## config.mk

```make
export PLATFORM = sky130hd
export DESIGN_NAME = mcu_core_p_flat
export DESIGN_NICKNAME = d
export VERILOG_FILES = /design/src/rtl/mcu_core_p_if.sv /design/src/rtl/mcu_core_p.sv /design/src/flat_wrapper.sv
export SDC_FILE = /design/constraint.sdc
export NUM_CORES = 1
export LEC_CHECK = 0
export BUFFER_PORTS_ARGS = -buffer_cell sky130_fd_sc_hd__buf_4
export CELL_PAD_IN_SITES_DETAIL_PLACEMENT = 1
export CELL_PAD_IN_SITES_GLOBAL_PLACEMENT = 1
export CORE_MARGIN = 2
export CORE_UTILIZATION = 50
export DETAILED_ROUTE_END_ITERATION = 8
export PLACE_DENSITY_LB_ADDON = 0.1
export SYNTH_ARGS = -nofsm -noshare
export SYNTH_HDL_FRONTEND = slang
export SYNTH_SLANG_ARGS = --single-unit
```

## constraint.sdc

```tcl
create_clock -name clk -period 8.74 [get_ports clk]
set_input_delay 1.748 -clock clk [delete_from_list [all_inputs] [get_ports clk]]
set_output_delay 1.748 -clock clk [all_outputs]
set_load 0.02 [all_outputs]
```

## src/rtl/mcu_core_p_if.sv

```systemverilog
// ROM fetch bus between the accumulator core (master) and its synchronous program ROM (slave).
// rom_data is valid the cycle after the ROM samples rom_cs & rom_re.
interface mcu_core_p_if #(
    parameter int PW = 8
) ();
    logic [PW-1:0] rom_addr;
    logic          rom_cs;
    logic          rom_re;
    logic [15:0]   rom_data;

    modport master (output rom_addr, output rom_cs, output rom_re, input rom_data);
    modport slave  (input rom_addr, input rom_cs, input rom_re, output rom_data);
endinterface

```

## src/rtl/mcu_core_p.sv

```systemverilog
// Multi-cycle accumulator MCU core: FETCH -> DECODE -> EXEC [-> MEMOP] with data RAM,
// carry flag, wide MUL product (acc_h), port I/O, conditional jumps and a sticky HALT state.
module mcu_core_p #(
    parameter int DW  = 16,
    parameter int PW  = 8,
    parameter int RAW = 4
) (
    input  logic          clk,
    input  logic          rst,
    mcu_core_p_if.master  rom,
    input  logic [DW-1:0] port_in,
    output logic [DW-1:0] port_out,
    output logic [DW-1:0] acc,
    output logic [DW-1:0] acc_h,
    output logic          carry,
    output logic          halted
);
    typedef enum logic [2:0] {
        FETCH  = 3'd0,
        DECODE = 3'd1,
        EXEC   = 3'd2,
        MEMOP  = 3'd3,
        HALT   = 3'd4
    } coreStateT;

    localparam logic [3:0] OP_LDI = 4'h1, OP_LD  = 4'h2, OP_ST  = 4'h3, OP_ADD = 4'h4;
    localparam logic [3:0] OP_SUB = 4'h5, OP_AND = 4'h6, OP_OR  = 4'h7, OP_XOR = 4'h8;
    localparam logic [3:0] OP_MUL = 4'h9, OP_IN  = 4'hA, OP_OUT = 4'hB, OP_JMP = 4'hC;
    localparam logic [3:0] OP_JZ  = 4'hD, OP_JC  = 4'hE, OP_HLT = 4'hF;

    coreStateT       stateR, nextStateS;
    logic [PW-1:0]   pcR;
    logic [15:0]     irR;
    logic [DW-1:0]   accR, accHR, portOutR, ramRdR;
    logic            carryR, haltedR, romCsR;
    logic [DW-1:0]   ramR [0:(1 << RAW)-1];

    logic [3:0]      opS;
    logic [DW-1:0]   immS;
    logic [PW-1:0]   jmpTargetS;
    logic [RAW-1:0]  ramAddrS;
    logic            needRamS, ramWeS;
    logic [DW:0]     sumS, diffS;
    logic [2*DW-1:0] prodS;

    assign opS        = irR[15:12];
    assign immS       = DW'(irR[11:0]);
    assign jmpTargetS = irR[PW-1:0];
    assign ramAddrS   = irR[RAW-1:0];
    assign needRamS   = (opS == OP_LD)  || (opS == OP_ADD) || (opS == OP_SUB) || (opS == OP_AND) ||
                        (opS == OP_OR)  || (opS == OP_XOR) || (opS == OP_MUL);
    // rst term keeps an ST from landing on the edge where reset is asserted
    assign ramWeS     = (stateR == EXEC) && (opS == OP_ST) && rst;
    assign sumS       = {1'b0, accR} + {1'b0, ramRdR};
    assign diffS      = {1'b0, accR} - {1'b0, ramRdR};
    assign prodS      = {{DW{1'b0}}, accR} * {{DW{1'b0}}, ramRdR};

    assign rom.rom_addr = pcR;
    assign rom.rom_cs   = romCsR;
    assign rom.rom_re   = romCsR;
    assign port_out     = portOutR;
    assign acc          = accR;
    assign acc_h        = accHR;
    assign carry        = carryR;
    assign halted       = haltedR;

    // State register and registered ROM strobe (asserted for the cycle spent in FETCH).
    always_ff @(posedge clk or negedge rst) begin
        if (!rst) begin
            stateR <= FETCH;
            romCsR <= 1'b0;
        end else begin
            stateR <= nextStateS;
            romCsR <= (nextStateS == FETCH);
        end
    end

    // Next-state decode; FETCH waits until the strobe is actually on the bus.
    always_comb begin
        nextStateS = stateR;
        case (stateR)
            FETCH: begin
                if (romCsR) nextStateS = DECODE;
                else        nextStateS = FETCH;
            end
            DECODE: nextStateS = EXEC;
            EXEC: begin
                if (opS == OP_HLT) nextStateS = HALT;
                else if (needRamS) nextStateS = MEMOP;
                else               nextStateS = FETCH;
            end
            MEMOP:   nextStateS = FETCH;
            HALT:    nextStateS = HALT;
            default: nextStateS = FETCH;
        endcase
    end

    // Architectural state: instruction latch, pc, accumulator, flags and ports.
    always_ff @(posedge clk or negedge rst) begin
        if (!rst) begin
            pcR      <= {PW{1'b0}};
            irR      <= 16'h0000;
            accR     <= {DW{1'b0}};
            accHR    <= {DW{1'b0}};
            portOutR <= {DW{1'b0}};
            carryR   <= 1'b0;
            haltedR  <= 1'b0;
        end else if (stateR == DECODE) begin
            irR <= rom.rom_data;
            pcR <= pcR + {{(PW-1){1'b0}}, 1'b1};
        end else if (stateR == EXEC) begin
            case (opS)
                OP_LDI: accR     <= immS;
                OP_IN:  accR     <= port_in;
                OP_OUT: portOutR <= accR;
                OP_JMP: pcR      <= jmpTargetS;
                OP_JZ:  if (accR == {DW{1'b0}}) pcR <= jmpTargetS;
                OP_JC:  if (carryR) pcR <= jmpTargetS;
                OP_HLT: haltedR  <= 1'b1;
                default: ;
            endcase
        end else if (stateR == MEMOP) begin
            case (opS)
                OP_LD:  accR <= ramRdR;
                OP_ADD: {carryR, accR} <= sumS;
                OP_SUB: {carryR, accR} <= diffS;
                OP_AND: accR <= accR & ramRdR;
                OP_OR:  accR <= accR | ramRdR;
                OP_XOR: accR <= accR ^ ramRdR;
                OP_MUL: begin
                    {accHR, accR} <= prodS;
                    carryR        <= 1'b0;
                end
                default: ;
            endcase
        end
    end

    // Data RAM: synchronous read launched in EXEC, ST write in EXEC; contents not reset.
    always_ff @(posedge clk) begin
        if (ramWeS) ramR[ramAddrS] <= accR;
        if (stateR == EXEC) ramRdR <= ramR[ramAddrS];
    end
endmodule
```

## src/flat_wrapper.sv

```systemverilog
// flat-port wrapper written by rule: the top's interface ports become plain ports
module mcu_core_p_flat 
#(
    parameter int DW  = 16,
    parameter int PW  = 8,
    parameter int RAW = 4
)
  (clk, rst, port_in, port_out, acc, acc_h, carry, halted, rom_rom_addr, rom_rom_cs, rom_rom_re, rom_rom_data);
  mcu_core_p_if #(.PW(PW)) rom_i ();
  input  logic clk;
  input  logic rst;
  input  logic [DW-1:0] port_in;
  output logic [DW-1:0] port_out;
  output logic [DW-1:0] acc;
  output logic [DW-1:0] acc_h;
  output logic carry;
  output logic halted;
  output wire logic [$bits(rom_i.rom_addr)-1:0] rom_rom_addr;
  output wire logic [$bits(rom_i.rom_cs)-1:0] rom_rom_cs;
  output wire logic [$bits(rom_i.rom_re)-1:0] rom_rom_re;
  input wire logic [$bits(rom_i.rom_data)-1:0] rom_rom_data;
  assign rom_rom_addr = rom_i.rom_addr;
  assign rom_rom_cs = rom_i.rom_cs;
  assign rom_rom_re = rom_i.rom_re;
  assign rom_i.rom_data = rom_rom_data;
  mcu_core_p #(.DW(DW), .PW(PW), .RAW(RAW)) u_core (.clk(clk), .rst(rst), .rom(rom_i), .port_in(port_in), .port_out(port_out), .acc(acc), .acc_h(acc_h), .carry(carry), .halted(halted));
endmodule
```

# Yosys cells after proc, flatten, opt, wreduce, memory -nomap -nowiden
# Memories as Yosys holds them, arrays and structs flattened. A register that Yosys moved wholly into a read port is not among the register bits.
# Cells that the tools add are included.
[totals]
ff_bits = 78
out_inout_bits = 60
ramBits = 256
inputBits = 34
memories = 1
[memory_table]
columns = ["name", "depth", "word_bits", "read_ports", "rd_ports_with_merged_regs", "write_ports", "line", "rtl"]
rows = [
  ["u_core.ramR", 16, 16, 1, 1, 1, "mcu_core_p.sv:36", "logic [DW-1:0] ramR [0:(1 << RAW)-1];"],
]
[op_classes]
eq_ne = 22
addsub = 3
n_reduce_logical = 22
n_mux = 16
multipliers = 1
bitwise = 5
[op_table]
columns = ["operator", "n"]
rows = [
  ["16-bit one-hot mux with 7 select lines", 1],
  ["4-bit == test (second input constant)", 8],
  ["16-bit by 16-bit multiplier with 32-bit output", 1],
  ["16-bit two-way mux", 2],
  ["8-bit two-way mux", 4],
  ["16-bit one-hot mux with 2 select lines", 1],
  ["8-bit one-hot mux with 3 select lines", 1],
  ["16-bit by 16-bit adder with 17-bit output", 1],
  ["16-bit by 16-bit subtractor with 17-bit output", 1],
  ["16-bit bitwise AND", 1],
  ["4-bit by 3-bit == test with 1-bit output (second input constant)", 4],
  ["16-bit logical NOT", 1],
  ["16-bit OR", 1],
  ["4-bit AND reduction", 4],
  ["16-bit XOR", 1],
  ["3-bit one-hot mux with 4 select lines", 1],
  ["8-bit by 1-bit adder with 8-bit output (second input constant)", 1],
  ["4-bit by 2-bit == test with 1-bit output (second input constant)", 2],
  ["8-bit nonzero test", 1],
  ["3-bit by 2-bit == test with 1-bit output (second input constant)", 2],
  ["3-bit logical NOT", 2],
  ["1-bit logical OR", 6],
  ["3-bit by 1-bit != test with 1-bit output (second input constant)", 2],
  ["3-bit AND reduction", 2],
  ["13 further kinds", 18],
]

# Logic depth before layout (Yosys ltp)
[logic_depth]
word_depth = 11
mapped_depth = 24

# Least setup slack after synthesis
# Ideal clock, no wire load.
[synth_timing]
kind = "register to register"
startpoint = "register u_core.accR[7] (netlist: u_core.acc[7])"
endpoint = "register u_core.accHR[15] (netlist: u_core.acc_h[15])"
setup_slack_ns = 2.048
arrival_ns = 6.563
path_buffers = 1
required_ns = 8.611
setup_time_ns = 0.129
stages_incl_launch_ff = 24
synth_period_minus_slack_ns = 6.692
cell_sequence = "dfrtp_1 > clkbuf_1 > clkinv_1 > nor2_1 > fa_1 > inv_1 > fa_1 > fa_1 > inv_1 > fa_1 > fa_1 > inv_1 > fa_1 > inv_1 > ha_1 > a21o_2 > or2_0 > o31ai_2 > a211oi_2 > a21o_1 > or4_1 > a31oi_1 > xnor2_1 > o21ai_1"
[synth_via]
elab_chain_len = 1
[synth_lines]
columns = ["element", "line", "rtl"]
rows = [
  ["start, declared", "mcu_core_p.sv:34", "logic [DW-1:0] accR, accHR, portOutR, ramRdR;"],
  ["start signal, assigned", "mcu_core_p.sv:103", "accR <= {DW{1'b0}};"],
  ["start signal, assigned", "mcu_core_p.sv:113", "OP_LDI: accR <= immS;"],
  ["start signal, assigned", "mcu_core_p.sv:114", "OP_IN: accR <= port_in;"],
  ["16-bit by 16-bit multiplier with 32-bit output", "mcu_core_p.sv:56", "assign prodS = {{DW{1'b0}}, accR} * {{DW{1'b0}}, ramRdR};"],
  ["end signal, assigned", "mcu_core_p.sv:104", "accHR <= {DW{1'b0}};"],
  ["end signal, assigned", "mcu_core_p.sv:131", "{accHR, accR} <= prodS;"],
  ["end, declared", "mcu_core_p.sv:34", ""],
]
# Every way passes these cells.
# A chain may end at the register's enable or synchronous reset.

# Worst setup path after layout
[layout_timing]
startpoint = "register u_core.ramRdR[4] (read register of u_core.ramR)"
endpoint = "register u_core.accHR[15] (netlist: u_core.acc_h[15])"
[layout_via]
elab_chain_len = 1
[layout_lines]
columns = ["element", "line"]
rows = [
  ["start, declared", "mcu_core_p.sv:34"],
  ["16-bit by 16-bit multiplier with 32-bit output", "mcu_core_p.sv:56"],
]
# Every way passes these cells.

==> flow_summary.ini <==
[floorplan]
pin_count = 94
initial_utilization = 0.505
rows = 80
die_area_sq_mm = 0.0498
die_height_microns = 223
die_w_microns = 223
core_sq_mm = 0.0475

[timing]
fmax_ghz = 0.137
timing.slew.headroom = 0.274
tightest_slew_ns = 1.09
hold_violations = 0
period_share = 0.833
setup_viol = 0
maxSlewViolCount = 0
clock_skew_ns = 0.0366
rsz0062_at_grt = false
fin_crit_ns = 7.28
tns_ns = 0

[clocking]
cts_sinks = 350
numCtsBuffers = 39
postCtsHoldBufs = 0
tritoncts = built
root_buffer = clkbuf_16
cts_resized = 0
postCtsSetupBuffers = 0
ctsHtreeMaxLevel = 2
path_clk_slew_ns = 0.06
worst_skew_pair.late_latency_ns = 0.57
clockBufferDepth = 3

[grt]
top_usage_layer = met2
use_met3 = 0.0500
grt_pass1_vias = 18300
grt_start_max_net_pins = 64
grt_use_total = 0.318
grt_pass1_wl_microns = 116000
grt_use_met1 = 0.406
use_met2 = 0.541
antenna_found_initial = 2
grt-ovfl-total = 0

[critical_path]
start_kind = flop
cp_data_arrival_time_ns = 7.69
worst-path-max-fanout = 14
slowest_stage = fa_1
cp_cell_sequence = inv_1 -> nor2_1 -> fa_1 -> inv_1 -> fa_1 -> fa_1 -> inv_1 -> fa_1 -> fa_1 -> inv_1 -> fa_1 -> inv_1 -> ha_1 -> a21o_2 -> or2_0 -> o31ai_2 -> a211oi_2 -> a21o_1 -> or4_1 -> a31oi_1 -> xnor2_1 -> o21ai_1
cpMostUsedCell = fa_1
reg2reg_depth = 22
endpoint_kind = flop
crit_type = flop to flop
slowest_delay_ns = 0.58
critical_path_cell_count = 22
worstPathRequired_ns = 9.14
path_delay_family = adder cells
crit_buf_inv = 5

[final_layout]
area_growth_pct = 11.4
nets = 2517
final_common_cell = edfxtp_1
final_cell_mix = 272 x edfxtp_1, 265 x inv_1, 233 x nand2_1
drive_gt1_frac = 0.151
antennaDiodeCount = 0

[logic_synthesis]
yosys-top-cells-area = edfxtp_1 34%, fa_1 16%, dfrtp_1 8.1%
synth_cells = 2043
synth_warnings = 0
yosysSeqAreaShare = 0.422
yosys.area_share.adder = 0.244
synth_edf_count = 272
synth_area_per_cell_sq_um = 11.7
synth_top_area_frac = 0.340
synthMuxAreaShare = 0.0904
synth_top_family_by_area = adder cells
yosys.area.top_type = edfxtp_1
syn_nets = 2427
yosysUniqueCellTypes = 78
synth-simple-area-share = 0.0912
syn_area_sq_mm = 0.0240
async_reset_ff_frac = 0.223
synthXorXnorAreaFrac = 0.0124
dominantRegCellSynth = edfxtp_1
ys_seq_elements = 350
synth_compound_gate_area_share = 0.0814

[flow_run]
drv_cap = 0

[worst_hold_path]
min_path_cells = 2
hold_path.class = flop to flop

[detailed_routing]
drt-total-wl_microns = 77500
ant_nets = 0
drc = 0
num_vias = 17000
drt_iter0_drc = 1481
viasPerCell = 6.12
firstDrtPassIters = 7
wire_per_inst_microns = 27.9

[placed_design]
place_congestion = 0.997
io_buffers = 93
place_hpwl_microns = 56900

[status]
status = finished, final reports clean
metrics by stage:
step	hold slack, ns	worst slack (ns)	instances	instance area (sq um)	util
2_1_floorplan	0.442	2.05	2043	24000	-
3_3_place_gp	0.455	1.59	2707	25500	0.536
3_5_place_dp	0.464	1.46	2707	25500	0.536
4_1_cts	0.476	1.43	2777	26700	0.562
5_1_grt	0.486	1.05	2777	26700	0.562
6_report	0.476	1.46	2777	26700	0.562
sequential cells by signal, indices dropped and copies added (netlist names):
signal and cells:
u_core.halted 1, u_core.rom.rom_addr 8, u_core.stateR 3, u_core.irR 16
u_core.carry 1, u_core.ramRdR 16, u_core.port_out 16, u_core.acc 16
u_core.ramR 256, u_core.rom.rom_cs 1, u_core.acc_h 16
per-layer routing:
layer	vias to the layer above	wire (microns)	share of wire
met5	-	13	0.00017
met3	202	5060	0.065
met1	8858	30700	0.40
met2	692	37900	0.49
met4	2	3840	0.050
li1	7229	-	-
cell families after synthesis:
logic type      after synthesis
xor+xnor                     34
simple gates                528
flops                       350
compound gates              293
buf+inv                     374
mux                         114
fa+ha+maj                   350
final cells by class:
class / instances / area [sq um]
Fill cell: 4905 / 20800
Multi-Input combinational cell: 1319 / 12500
Clock buffer: 49 / 1040
Timing Repair Buffer: 143 / 1070
Sequential cell: 350 / 10100
Inverter: 280 / 1050
Tap cell: 615 / 769
Clock inverter: 21 / 166
Yosys cell counts, drive strengths merged, types with 4 or more instances:
cell	number
edfxtp	272
inv	269
nand2	233
nor2	198
fa	195
ha	155
clkbuf	80
mux4	80
dfrtp	78
o21ai	71
a21oi	67
nor3	26
a21o	24
mux2	22
xnor2	22
a211oi	20
nand3	19
nand2b	16
a31oi	13
buf	13
mux2i	12
xor2	12
clkinv	11
o211ai	10
a22oi	9
o31ai	9
a221oi	8
nand4	8
o21a	8
o221ai	6
a2111oi	5
nor4	5
o2111ai	5
nor2b	4
o22ai	4
o311ai	4
final timing paths:
path | to | slack, ns | startpoint
max | u_core.acc_h[15] | 1.46 | u_core.ramRdR[4]
min | u_core.acc_h[10] | 0.48 | u_core.acc_h[10]
max reg2reg | u_core.acc_h[15] | 1.46 | u_core.ramRdR[4]
min reg2reg | u_core.acc_h[10] | 0.48 | u_core.acc_h[10]
max in group asynchronous | u_core.irR[0] | 6.38 | rst
min in group asynchronous | u_core.acc_h[6] | 1.20 | rst
worst register-to-register path, stage by stage, from the launching register on:
cell	delay [ns]
edfxtp_1	0.55
inv_1	0.56
nor2_1	0.17
fa_1	0.58
inv_1	0.07
fa_1	0.48
fa_1	0.52
inv_1	0.05
fa_1	0.50
fa_1	0.50
inv_1	0.05
fa_1	0.48
inv_1	0.05
ha_1	0.33
a21o_2	0.24
or2_0	0.23
o31ai_2	0.50
a211oi_2	0.24
a21o_1	0.21
or4_1	0.39
a31oi_1	0.21
xnor2_1	0.14
o21ai_1	0.07
Power is left out: the tool's default activity adds up to more than one toggle a clock period on the data nets, which glitch-free logic cannot reach.
